**src/rtl/msk_logic_hpc2_pipe_if.sv**
```systemverilog
// Handshake bundle for the masked two-stage HPC2 logic pipeline: operands, randomness and result.
interface msk_logic_hpc2_pipe_if #(
  parameter int unsigned d = 2,
  parameter int unsigned W = 8
);
  localparam int unsigned hpc2rnd = d * (d - 1) / 2;
  localparam int unsigned RW      = W * hpc2rnd;

  logic             in_valid;
  logic             in_ready;
  logic [1:0]       in_mode;
  logic [W*d-1:0]   ina;
  logic [W*d-1:0]   inb;
  logic             rnd_valid;
  logic             rnd_ready;
  logic [RW-1:0]    rnd;
  logic             out_valid;
  logic             out_ready;
  logic [W*d-1:0]   out;

  modport master (
    output in_valid, in_mode, ina, inb, rnd_valid, rnd, out_ready,
    input  in_ready, rnd_ready, out_valid, out
  );

  modport slave (
    input  in_valid, in_mode, ina, inb, rnd_valid, rnd, out_ready,
    output in_ready, rnd_ready, out_valid, out
  );
endinterface

```
**src/rtl/msk_logic_hpc2_pipe.sv**
```systemverilog
// Two-stage HPC2 masked AND/NAND/OR/NOR over W lanes of d-share bits.
// Operand b and randomness enter at S1, operand a is used one cycle later.
module msk_logic_hpc2_pipe #(
  parameter int unsigned d = 2,
  parameter int unsigned W = 8
) (
  input logic                  clk,
  input logic                  rst_n,
  msk_logic_hpc2_pipe_if.slave bus
);
  localparam int unsigned hpc2rnd = d * (d - 1) / 2;
  localparam int unsigned RW      = W * hpc2rnd;
  localparam int unsigned WD      = W * d;
  localparam int unsigned NT      = W * d * d;

  // Index of the random bit shared between share domains i and j (i != j).
  function automatic int unsigned pair_idx(input int unsigned i, input int unsigned j);
    int unsigned lo, hi;
    lo = (i < j) ? i : j;
    hi = (i < j) ? j : i;
    return lo * d - lo * (lo + 1) / 2 + (hi - lo - 1);
  endfunction

  logic          adv, accept;
  logic          v1_q, v1_d, v2_q, v2_d;
  logic [1:0]    mode1_q, mode1_d, mode2_q, mode2_d;
  logic [WD-1:0] a1_q, a1_d;
  // Per lane, indexed (lane*d + i)*d + j: bx holds b_i on the diagonal and b_j^r_ij elsewhere.
  logic [NT-1:0] bx1_q, bx1_d, r1_q, r1_d;
  logic [NT-1:0] p2_q, p2_d, q2_q, q2_d;
  logic [WD-1:0] b_eff, a_eff, out_w;
  logic [RW-1:0] rnd_w;

  assign rnd_w         = bus.rnd;
  assign adv           = ~v2_q | bus.out_ready;
  assign accept        = bus.in_valid & bus.rnd_valid & adv;
  assign bus.in_ready  = adv;
  assign bus.rnd_ready = bus.in_valid & adv;
  assign bus.out_valid = v2_q;
  assign bus.out       = out_w;

  always_comb begin
    b_eff   = bus.inb;
    a_eff   = a1_q;
    v1_d    = v1_q;
    v2_d    = v2_q;
    mode1_d = mode1_q;
    mode2_d = mode2_q;
    a1_d    = a1_q;
    bx1_d   = bx1_q;
    r1_d    = r1_q;
    p2_d    = p2_q;
    q2_d    = q2_q;

    // OR/NOR complement share 0 of both operands before the AND.
    for (int unsigned l = 0; l < W; l++) begin
      b_eff[l*d] = bus.inb[l*d] ^ bus.in_mode[1];
      a_eff[l*d] = a1_q[l*d] ^ mode1_q[1];
    end

    if (adv) begin
      v1_d = accept;
      v2_d = v1_q;
    end
    if (accept) begin
      a1_d    = bus.ina;
      mode1_d = bus.in_mode;
    end
    if (adv && v1_q) begin
      mode2_d = mode1_q;
    end

    for (int unsigned l = 0; l < W; l++) begin
      for (int unsigned i = 0; i < d; i++) begin
        for (int unsigned j = 0; j < d; j++) begin
          int unsigned k;
          k = (l * d + i) * d + j;
          if (accept) begin
            if (i == j) begin
              bx1_d[k] = b_eff[l*d+i];
              r1_d[k]  = 1'b0;
            end else begin
              r1_d[k]  = rnd_w[l*hpc2rnd + pair_idx(i, j)];
              bx1_d[k] = b_eff[l*d+j] ^ rnd_w[l*hpc2rnd + pair_idx(i, j)];
            end
          end
          if (adv && v1_q) begin
            p2_d[k] = a_eff[l*d+i] & bx1_q[k];
            q2_d[k] = ~a_eff[l*d+i] & r1_q[k];
          end
        end
      end
    end
  end

  // Share i of the result is the XOR of domain i's registered terms only.
  always_comb begin
    out_w = '0;
    for (int unsigned l = 0; l < W; l++) begin
      for (int unsigned i = 0; i < d; i++) begin
        for (int unsigned j = 0; j < d; j++) begin
          out_w[l*d+i] = out_w[l*d+i] ^ p2_q[(l*d+i)*d+j] ^ q2_q[(l*d+i)*d+j];
        end
      end
      out_w[l*d] = out_w[l*d] ^ ((mode2_q == 2'd1) | (mode2_q == 2'd2));
    end
  end

  always_ff @(posedge clk or negedge rst_n) begin
    if (!rst_n) begin
      v1_q    <= 1'b0;
      v2_q    <= 1'b0;
      mode1_q <= 2'd0;
      mode2_q <= 2'd0;
      a1_q    <= '0;
      bx1_q   <= '0;
      r1_q    <= '0;
      p2_q    <= '0;
      q2_q    <= '0;
    end else begin
      v1_q    <= v1_d;
      v2_q    <= v2_d;
      mode1_q <= mode1_d;
      mode2_q <= mode2_d;
      a1_q    <= a1_d;
      bx1_q   <= bx1_d;
      r1_q    <= r1_d;
      p2_q    <= p2_d;
      q2_q    <= q2_d;
    end
  end
endmodule

```
**src/flat_wrapper.sv**
```systemverilog
// flat-port wrapper written by rule: the top's interface ports become plain ports
module msk_logic_hpc2_pipe_flat 
#(
  parameter int unsigned d = 2,
  parameter int unsigned W = 8
)
  (clk, rst_n, bus_in_valid, bus_in_mode, bus_ina, bus_inb, bus_rnd_valid, bus_rnd, bus_out_ready, bus_in_ready, bus_rnd_ready, bus_out_valid, bus_out);
  msk_logic_hpc2_pipe_if #(.d(d), .W(W)) bus_i ();
  input logic clk;
  input logic rst_n;
  input wire logic [$bits(bus_i.in_valid)-1:0] bus_in_valid;
  input wire logic [$bits(bus_i.in_mode)-1:0] bus_in_mode;
  input wire logic [$bits(bus_i.ina)-1:0] bus_ina;
  input wire logic [$bits(bus_i.inb)-1:0] bus_inb;
  input wire logic [$bits(bus_i.rnd_valid)-1:0] bus_rnd_valid;
  input wire logic [$bits(bus_i.rnd)-1:0] bus_rnd;
  input wire logic [$bits(bus_i.out_ready)-1:0] bus_out_ready;
  output wire logic [$bits(bus_i.in_ready)-1:0] bus_in_ready;
  output wire logic [$bits(bus_i.rnd_ready)-1:0] bus_rnd_ready;
  output wire logic [$bits(bus_i.out_valid)-1:0] bus_out_valid;
  output wire logic [$bits(bus_i.out)-1:0] bus_out;
  assign bus_i.in_valid = bus_in_valid;
  assign bus_i.in_mode = bus_in_mode;
  assign bus_i.ina = bus_ina;
  assign bus_i.inb = bus_inb;
  assign bus_i.rnd_valid = bus_rnd_valid;
  assign bus_i.rnd = bus_rnd;
  assign bus_i.out_ready = bus_out_ready;
  assign bus_in_ready = bus_i.in_ready;
  assign bus_rnd_ready = bus_i.rnd_ready;
  assign bus_out_valid = bus_i.out_valid;
  assign bus_out = bus_i.out;
  msk_logic_hpc2_pipe #(.d(d), .W(W)) u_core (.clk(clk), .rst_n(rst_n), .bus(bus_i));
endmodule
```
**config.mk**
```make
export PLATFORM = sky130hd
export DESIGN_NAME = msk_logic_hpc2_pipe_flat
export DESIGN_NICKNAME = d
export VERILOG_FILES = /design/src/rtl/msk_logic_hpc2_pipe_if.sv /design/src/rtl/msk_logic_hpc2_pipe.sv /design/src/flat_wrapper.sv
export SDC_FILE = /design/constraint.sdc
export NUM_CORES = 1
export LEC_CHECK = 0
export CAP_MARGIN = 10
export CORE_MARGIN = 5
export CORE_UTILIZATION = 45
export CTS_CLUSTER_SIZE = 25
export DETAILED_ROUTE_END_ITERATION = 6
export HOLD_SLACK_MARGIN = 0.06
export PLACE_DENSITY_LB_ADDON = 0.08
export SYNTH_ARGS = -nofsm -noshare
export SYNTH_HDL_FRONTEND = slang
export SYNTH_SLANG_ARGS = --single-unit
```
**constraint.sdc**
```tcl
create_clock -name clk -period 3.95 [get_ports clk]
set_input_delay 0.79 -clock clk [delete_from_list [all_inputs] [get_ports clk]]
set_output_delay 0.79 -clock clk [all_outputs]
set_load 0.05 [all_outputs]
```
## After elaboration in Yosys (flattened, before gate mapping)

Cells that the tools add are included.

| operators by class | value |
|---|---|
| bitwise logic cells | 142 |
| equality and inequality tests | 2 |
| $mul | 0 |
| divide/modulo/power cells | 0 |
| muxes and demuxes | 0 |
| $lt $le $gt $ge | 0 |
| reduce and logical (&&, ||, !) cells | 1 |
| shifts and indexed selects | 0 |
| $add $sub $neg | 0 |

Operators by type and width:

| cell | count |
|---|---|
| 1-bit XOR | 72 |
| 1-bit AND | 51 |
| 1-bit NOT | 17 |
| 2-bit by 1-bit equality test with 1-bit output (second input constant) | 1 |
| 2-bit equality test (second input constant) | 1 |
| 1-bit bitwise OR | 2 |
| 1-bit logical AND | 1 |

| word-level totals | value |
|---|---|
| output and inout port bits | 19 |
| register bits | 117 |
| memories kept | 0 |
| bits in writable memories | 0 |
| word-level logic and storage cells | 154 |
| memory bits (read-only) | 0 |
| bits in latches | 0 |
| input bits | 47 |

## Depth between registers and ports, before layout

Gate-level depths: netlist of run 1.

| logic depth | value |
|---|---|
| depth in word-level cells | 3 |
| depth in mapped cells | 7 |
| depth with buffers taken out | 4 |

## Worst setup path after synthesis of run 1

OpenSTA, ideal clock, no wires.

| path | value |
|---|---|
| path kind | flip-flop to output port |
| start point | register u_core.mode2_q[0] |
| end point | output bus_out[0] |
| path slack | 1.345 ns |
| required time | 3.160 ns |
| data arrival time | 1.815 ns |
| path buffers | 0 |
| cell stages (with the launch flop) | 4 |
| cells stage by stage | dfrtp_1 xnor2_2 xnor2_1 xnor2_1 |

| between the ends | value |
|---|---|
| longest elaborated chain between the ends | 3 |
| elaborated cells on any way between the ends | 4 |
| classes of those cells | eq/ne: 2; bitwise: 2 |

RTL lines:

| item | line | text |
|---|---|---|
| start: declaration | msk_logic_hpc2_pipe.sv:26 | `logic [1:0] mode1_q, mode1_d, mode2_q, mode2_d;` |
| start signal: assignment | msk_logic_hpc2_pipe.sv:124 | `mode2_q <= mode2_d;` |
| 2-bit by 1-bit equality test with 1-bit output or 2-bit equality test (tied branches) | msk_logic_hpc2_pipe.sv:105 | `out_w[l*d] = out_w[l*d] ^ ((mode2_q == 2'd1) \| (mode2_q == 2'd2));` |
| 1-bit bitwise OR (*) | msk_logic_hpc2_pipe.sv:105 |  |
| 1-bit XOR (*) | msk_logic_hpc2_pipe.sv:105 |  |
| end: declaration | flat_wrapper.sv:21 | `output wire logic [$bits(bus_i.out)-1:0] bus_out;` |

Mark *: on every way between the ends. The rest lies on a longest branch, timed or not.

## Final worst setup path of run 1

| path | value |
|---|---|
| start point | register u_core.mode2_q[0] |
| end point | output bus_out[10] |

Same word-level chain as after synthesis.

==> metrics.txt, run 1 <==
GRT Residual Overflow 0; number of endpoints with negative hold slack in the final report 0; cell types with the largest area share after synthesis sky130_fd_sc_hd__dfrtp_1 (56%), sky130_fd_sc_hd__mux2_2 (12%), sky130_fd_sc_hd__xnor2_1 (8.5%); Clk pin slew, worst setup/hold paths 0.10 ns; HP Class register to register; leading register cell type out of synthesis sky130_fd_sc_hd__dfrtp_1; number of placed instances, taps included 582; final design utilization 0.5445; DR WL/cell 16.15 µm; post-CTS repair timing setup buffer count 0; fraction of registers with async set or reset after synthesis 1.000; final antenna diode count 0; Iter 0 DRT Violations 80; average cell area after synthesis 12.51 µm²; NumNets Final 500; netlist area before placement 0.004917 mm²; count of buffer and inverter cells on the critical path 2; number of max-cap violations 0; clock sinks 110; Root Driver sky130_fd_sc_hd__clkbuf_8; largest clock skew in the final design 0.01324 ns; IO Pins 66; category of the most critical setup path register to output pin; reg-to-reg slack, setup 2.01 ns; via-per-instance ratio 4.983; synthesized netlist net count 440; worst ir drop on vdd 0.0005811 V; H-tree level count 3; standard-cell rows 38; vias in the first global route 3180; sequential power share 0.351; result of the run complete, no violations; drt first pass iters 4; top cells by instance count after synthesis sky130_fd_sc_hd__dfrtp_1 (110), sky130_fd_sc_hd__o21ai_0 (64), sky130_fd_sc_hd__mux2_2 (51); switch share 0.4177; # hold bufs at CTS 0; via total after detailed routing 2975; headroom to the max-slew limit 0.4124; worst endpoint required time 3.16 ns; port bufs 65; post-cts sizing count 0; Cells on Worst Hold Path 1; area taken by flip-flops and latches 0.002753 mm²; horizontal die dimension 114.5 µm; switching power 1955 µW; crit path max-delay cell type sky130_fd_sc_hd__clkdlybuf4s50_1; starting density of the core 0.4556; sequential cell area fraction in the yosys report 0.5598; number of standard cells in the final layout excluding fillers 597; power density over the cells 796.4 mW/mm²; count of filler cells inserted in the layout 946; startpoint of the worst register-to-register path u_core.bus.out_valid$_DFFE_PN0P_; most used standard cell by instance count after synthesis sky130_fd_sc_hd__dfrtp_1; Critical Path AT 2.53 ns; final cycle utilization of the critical path 0.8399; area enclosed by the die boundary 0.01312 mm²; HPWL after DPL 6383 µm; standby leakage power 0.002440 µW; clock latency on the worst-skew pair 0.37 ns; final setup vio count 0; synthesized flop and latch total 110; CTS tree done; number of enable-type register cells in the synthesized netlist 0; delay of the slowest cell on the worst path 0.84 ns; share of layout cells above drive strength 1 0.1904; leading area contributor after synthesis sky130_fd_sc_hd__dfrtp_1; transition at the pin with the smallest max-transition slack 0.8814 ns; cell class contributing the biggest share of worst-path delay buffers and inverters; cell breakdown of the critical path xnor2_2 -> buf_4 -> xnor2_1 -> xnor2_1 -> clkdlybuf4s50_1; maximum buffer depth of the clock tree 2; type of destination of the critical path output pin; setup repair after global routing missed its margin no; Worst path most repeated cell sky130_fd_sc_hd__xnor2_1; worst-path fanout max 5; Worst path depth 5; number of buffers created by CTS 9; maximum number of pins on one net before global-route repair 65; routability-driven placement congestion ratio 0.7496; global-route total usage across every layer 0.1571; final wirelength 9642 µm; max frequency 301.4 MHz; wire length of the first global-routing pass 16000 µm; proportion of power drawn by combinational gates 0.504; FF-to-FF path depth 4; antenna violations before repair 0; endpoint of the worst setup timing path bus_out[10]; count of yosys warnings during synthesis 0; instance count of the mapped netlist 393; antenna viol nets, final 0; startpoint types register; beginning of the critical path u_core.mode2_q[0]$_DFFE_PN0P_; number of pins with negative max-slew slack in the final report 0; Internal 2726 µW; total core area 0.01079 mm²; multi-input combinational cell area 0.002043 mm²; Synth top area share 0.5598; endpoint of the most critical register-to-register path u_core.bx1_q[6]$_DFFE_PN0P_; area grow syn2layout 19.52%; min Tclk post-route 3.318 ns; Clock Power Share 0.145; number of distinct standard cells referenced by the synthesized netlist 21; Setup TNS 0 ns; vertical extent of the die 114.5 µm; DRC violation count after routing 0
layout by cell type (no fill, tap or decap):
cell type,Yosys,final
sky130_fd_sc_hd__clkbuf_8,0,10
sky130_fd_sc_hd__nand2b_1,8,8
sky130_fd_sc_hd__nor2b_4,1,1
sky130_fd_sc_hd__inv_6,0,2
sky130_fd_sc_hd__inv_2,1,1
sky130_fd_sc_hd__dfrtp_1,110,110
sky130_fd_sc_hd__nor3_1,8,8
sky130_fd_sc_hd__and2_1,1,1
sky130_fd_sc_hd__o21ai_0,64,64
sky130_fd_sc_hd__and3_4,1,1
sky130_fd_sc_hd__mux2_2,51,51
sky130_fd_sc_hd__clkinv_2,0,2
sky130_fd_sc_hd__inv_1,1,1
sky130_fd_sc_hd__clkdlybuf4s50_1,0,63
sky130_fd_sc_hd__xnor2_1,48,48
sky130_fd_sc_hd__a22o_1,16,16
sky130_fd_sc_hd__a21o_1,1,1
sky130_fd_sc_hd__nand2_1,26,26
sky130_fd_sc_hd__xnor2_2,1,1
sky130_fd_sc_hd__xor2_1,24,24
sky130_fd_sc_hd__mux2_4,9,9
sky130_fd_sc_hd__buf_12,0,1
sky130_fd_sc_hd__bufinv_16,0,1
sky130_fd_sc_hd__buf_4,0,7
state kept, by name (all words and copies together) (netlist names):
name / count
u_core.p2_q: 32
u_core.bx1_q: 32
u_core.mode2_q: 2
u_core.bus.out_valid: 1
u_core.mode1_q: 2
u_core.v1_q: 1
u_core.r1_q: 8
u_core.a1_q: 16
u_core.q2_q: 16
power groups by stage:
| stage | Clock, µW | Sequential (µW) | Combinational (µW) |
|---|---|---|---|
| global placement | 0 | 1660 | 2380 |
| floorplan | 0 | 1610 | 1710 |
| detailed placement | 0 | 1670 | 2390 |
| global route | 744 | 1690 | 2510 |
| finish | 678 | 1640 | 2360 |
| CTS | 705 | 1650 | 2400 |
metal layers:
layer | up-vias | GRT usage | share of wire
li1 | 1459 | - | -
met1 | 1452 | 0.2012 | 0.45
met2 | 51 | 0.2484 | 0.48
met3 | 13 | 0.04123 | 0.038
met4 | 0 | 0.07443 | 0.033
met5 | - | 0 | 0
final cells by class:
| cell class | instances | share of cell area |
|---|---|---|
| clock buffer | 10 | 0.02342 |
| clock inverter | 5 | 0.009793 |
| inverter | 2 | 0.001277 |
| multi-input combinational | 259 | 0.3477 |
| sequential | 110 | 0.4684 |
| tap | 140 | 0.02981 |
| timing repair buffer | 71 | 0.1197 |
worst min-delay path by stage:
stage | startpoint | endpoint | slack [ns]
after floorplan | u_core.bx1_q[0]$_DFFE_PN0P_ | u_core.p2_q[0]$_DFFE_PN0P_ | 0.46
after global placement | u_core.bx1_q[4]$_DFFE_PN0P_ | u_core.p2_q[4]$_DFFE_PN0P_ | 0.47
after detailed placement | u_core.bx1_q[4]$_DFFE_PN0P_ | u_core.p2_q[4]$_DFFE_PN0P_ | 0.47
after CTS | u_core.bx1_q[4]$_DFFE_PN0P_ | u_core.p2_q[4]$_DFFE_PN0P_ | 0.49
after global routing | u_core.bx1_q[4]$_DFFE_PN0P_ | u_core.p2_q[4]$_DFFE_PN0P_ | 0.52
final | u_core.bx1_q[8]$_DFFE_PN0P_ | u_core.p2_q[8]$_DFFE_PN0P_ | 0.49
per-stage QoR:
| step | hold WS, ns | worst slack [ns] | total power (µW) | instance area, µm² |
|---|---|---|---|---|
| CTS | 0.4947 | 0.5759 | 4753 | 5877 |
| global placement | 0.4659 | 0.9416 | 4040 | 5682 |
| global route | 0.5194 | 0.5297 | 4940 | 5877 |
| floorplan | 0.4620 | 1.345 | 3318 | 4917 |
| detailed placement | 0.4714 | 0.9373 | 4062 | 5682 |
| finish | 0.4927 | 0.6323 | 4680 | 5877 |
cell families (layout without fill, tap and decap cells):
kind of cell	Yosys count	in the layout	synth area share
flip-flops	110	110	0.5598
multiplexers	60	60	0.1443
XOR/XNOR	73	73	0.1316
AO/OA/AOI/OAI	81	81	0.09517
buffers and inverters	24	88	0.02468
AND/OR/NAND/NOR	45	45	0.04453
(Power assumes the default switching activity.)
==> run 2, diff against run 1 <==
clock period = 3.2 ns   (was 3.95 ns; I/O delays follow)
==> run 2 against run 1 <==
  * Critical path depth is 2 lower
  * Highest routed layer unchanged
  * Clock skew grew 0.0061 ns
  * Clock power increased by 9.9%
  * Worst hold slack got worse by 0.17 ns
  * Die area unchanged
==> metrics.txt, run 2 (same netlist as run 1, synthesis figures left out) <==
antenna violations before repair 0 (unchanged); horizontal die dimension 114.5 µm (unchanged); startpoint types register; maximum number of pins on one net before global-route repair 57 (-12%); type of destination of the critical path output pin; registers with the most flip-flops u_core.bx1_q x32, u_core.p2_q x32; Setup TNS 0 ns (unchanged); count of buffer and inverter cells on the critical path 1 (-1); number of buffers created by CTS 9 (unchanged); DRC violation count after routing 0 (unchanged); highest routed layer met4; number of max-cap violations 0 (unchanged); commonest cells after routing, fill and taps aside sky130_fd_sc_hd__dfrtp_1 (110), sky130_fd_sc_hd__o21ai_0 (64), sky130_fd_sc_hd__clkdlybuf4s50_1 (54); reg-to-reg slack, setup 1.43 ns (-0.58 ns); GRT Residual Overflow 0 (unchanged); Critical Path AT 1.93 ns (-0.60 ns); multi-input combinational cell area 0.002043 mm² (unchanged); endpoint of the most critical register-to-register path u_core.a1_q[3]$_DFFE_PN0P_; antenna viol nets, final 0 (unchanged); Internal 3199 µW (+17%); drt first pass iters 4 (unchanged); port bufs 65 (unchanged); FF-to-FF path depth 5 (+1); most common library cell in the layout ignoring fill and taps sky130_fd_sc_hd__dfrtp_1; number of pins with negative max-slew slack in the final report 0 (unchanged); max frequency 389.0 MHz; HP Class primary input to async pin; post-placement worst setup slack 0.7160 ns (-0.2213 ns); H-tree level count 3 (unchanged); via-per-instance ratio 5.023 (+0.80%); Root Driver sky130_fd_sc_hd__clkbuf_8; # hold bufs at CTS 0 (unchanged); vertical extent of the die 114.5 µm (unchanged); Worst path depth 3 (-2); routability-driven placement congestion ratio 0.7797 (+4.0%); area taken by flip-flops and latches 0.002753 mm² (unchanged); Iter 0 DRT Violations 137 (+71%); headroom to the max-slew limit 0.4818 (+0.06934); final cycle utilization of the critical path 0.8034; maximum buffer depth of the clock tree 2 (unchanged); area enclosed by the die boundary 0.01312 mm² (unchanged); Worst Slack Setup Final 0.6292 ns (-0.003081 ns); wire length of the first global-routing pass 16190 µm (+1.2%); transition at the pin with the smallest max-transition slack 0.7749 ns (-0.1064 ns); vias in the first global route 3212 (+1.0%); sequential power share 0.361 (+0.010); number of endpoints with negative hold slack in the final report 0 (unchanged); share of layout cells above drive strength 1 0.2152 (+0.02485); worst-path fanout max 2 (-3); post-cts sizing count 0 (unchanged); setup repair after global routing missed its margin no; Worst path most repeated cell sky130_fd_sc_hd__xnor2_1; switching power 2415 µW (+24%); worst ir drop on vdd 0.001006 V (+73%); NumNets Final 503 (+0.60%); HPWL after DPL 6727 µm (+5.4%); IO Pins 66 (unchanged); largest clock skew in the final design 0.01933 ns (+0.006092 ns); crit path max-delay cell type sky130_fd_sc_hd__clkdlybuf4s50_1; standby leakage power 0.002444 µW (+0.17%); M1 wire length 4220 µm (-1.7%); Met3 Routed Length 363 µm (-0.27%); delay of the slowest cell on the worst path 0.84 ns (about the same); DR WL/cell 16.08 µm (-0.45%); Detail Route met2 WL 4900 µm (+5.0%); min Tclk post-route 2.571 ns; switch share 0.4302 (+0.01249); power density over the cells 959.1 mW/mm² (+20%); worst endpoint required time 2.56 ns (-0.60 ns); clock sinks 110 (unchanged); Clock Power Share 0.133 (-0.012); final setup vio count 0 (unchanged); final antenna diode count 0 (unchanged); via total after detailed routing 3014 (+1.3%); startpoint of the worst register-to-register path u_core.bus.out_valid$_DFFE_PN0P_; overall power consumption 5613 µW (+20%); cell breakdown of the critical path xnor2_1 -> xnor2_1 -> clkdlybuf4s50_1; standard-cell rows 38 (unchanged); area grow syn2layout 19.03%; Clk pin slew, worst setup/hold paths 0.11 ns (about the same); post-CTS repair timing setup buffer count 0 (unchanged); global-route total usage across every layer 0.1561 (-0.001022); count of filler cells inserted in the layout 953 (+0.74%); total core area 0.01079 mm² (unchanged); proportion of power drawn by combinational gates 0.506 (+0.002); final wirelength 9647 µm (about the same); cell class contributing the biggest share of worst-path delay buffers and inverters; clock latency on the worst-skew pair 0.36 ns (about the same); starting density of the core 0.4556 (unchanged); CTS tree done; result of the run complete, no violations; category of the most critical setup path register to output pin
-- run 2: stage by stage --
step / hold slack [ns] / std cells / cell area [µm²] / utilization
global route: 0.3633 / 600 / 5853 / 0.5423
global placement: 0.4736 / 585 / 5682 / 0.5264
CTS: 0.3451 / 600 / 5853 / 0.5423
floorplan: 0.3444 / 393 / 4917 / -
finish: 0.3245 / 600 / 5853 / 0.5423
detailed placement: 0.4783 / 585 / 5682 / 0.5264
-- run 2: per-layer routing --
layer,vias to the layer above,track usage
li1,1465,-
met2,57,0.2650
met5,-,0
met1,1481,0.2000
met4,0,0.03721
met3,11,0.04017
-- run 2: how the worst max path moves through the flow --
stage	start	endpoint	slack (ns)
floorplan	u_core.mode2_q[0]$_DFFE_PN0P_	bus_out[0]	0.74
global placement	bus_in_mode[1]	u_core.bx1_q[10]$_DFFE_PN0P_	0.75
detailed placement	bus_out_ready	u_core.a1_q[3]$_DFFE_PN0P_	0.72
CTS	u_core.p2_q[30]$_DFFE_PN0P_	bus_out[15]	0.56
global route	u_core.p2_q[30]$_DFFE_PN0P_	bus_out[15]	0.52
finish	u_core.p2_q[31]$_DFFE_PN0P_	bus_out[15]	0.63
-- run 2: power groups by stage --
stage | Sequential, µW | Clock, µW | Combinational (µW)
after global routing | 2080 | 827 | 3030
after CTS | 2030 | 778 | 2890
after floorplan | 1980 | 0 | 2110
after global placement | 2050 | 0 | 2880
final | 2030 | 745 | 2840
after detailed placement | 2060 | 0 | 2890
-- run 2: area by class of cell --
| class | count | area share |
|---|---|---|
| multi-input cells | 259 | 0.3491 |
| repair buffers | 74 | 0.1201 |
| well taps | 140 | 0.02993 |
| inverters | 2 | 0.001283 |
| clock buffers | 9 | 0.02116 |
| clock inverters | 6 | 0.008123 |
| flip-flops and latches | 110 | 0.4703 |
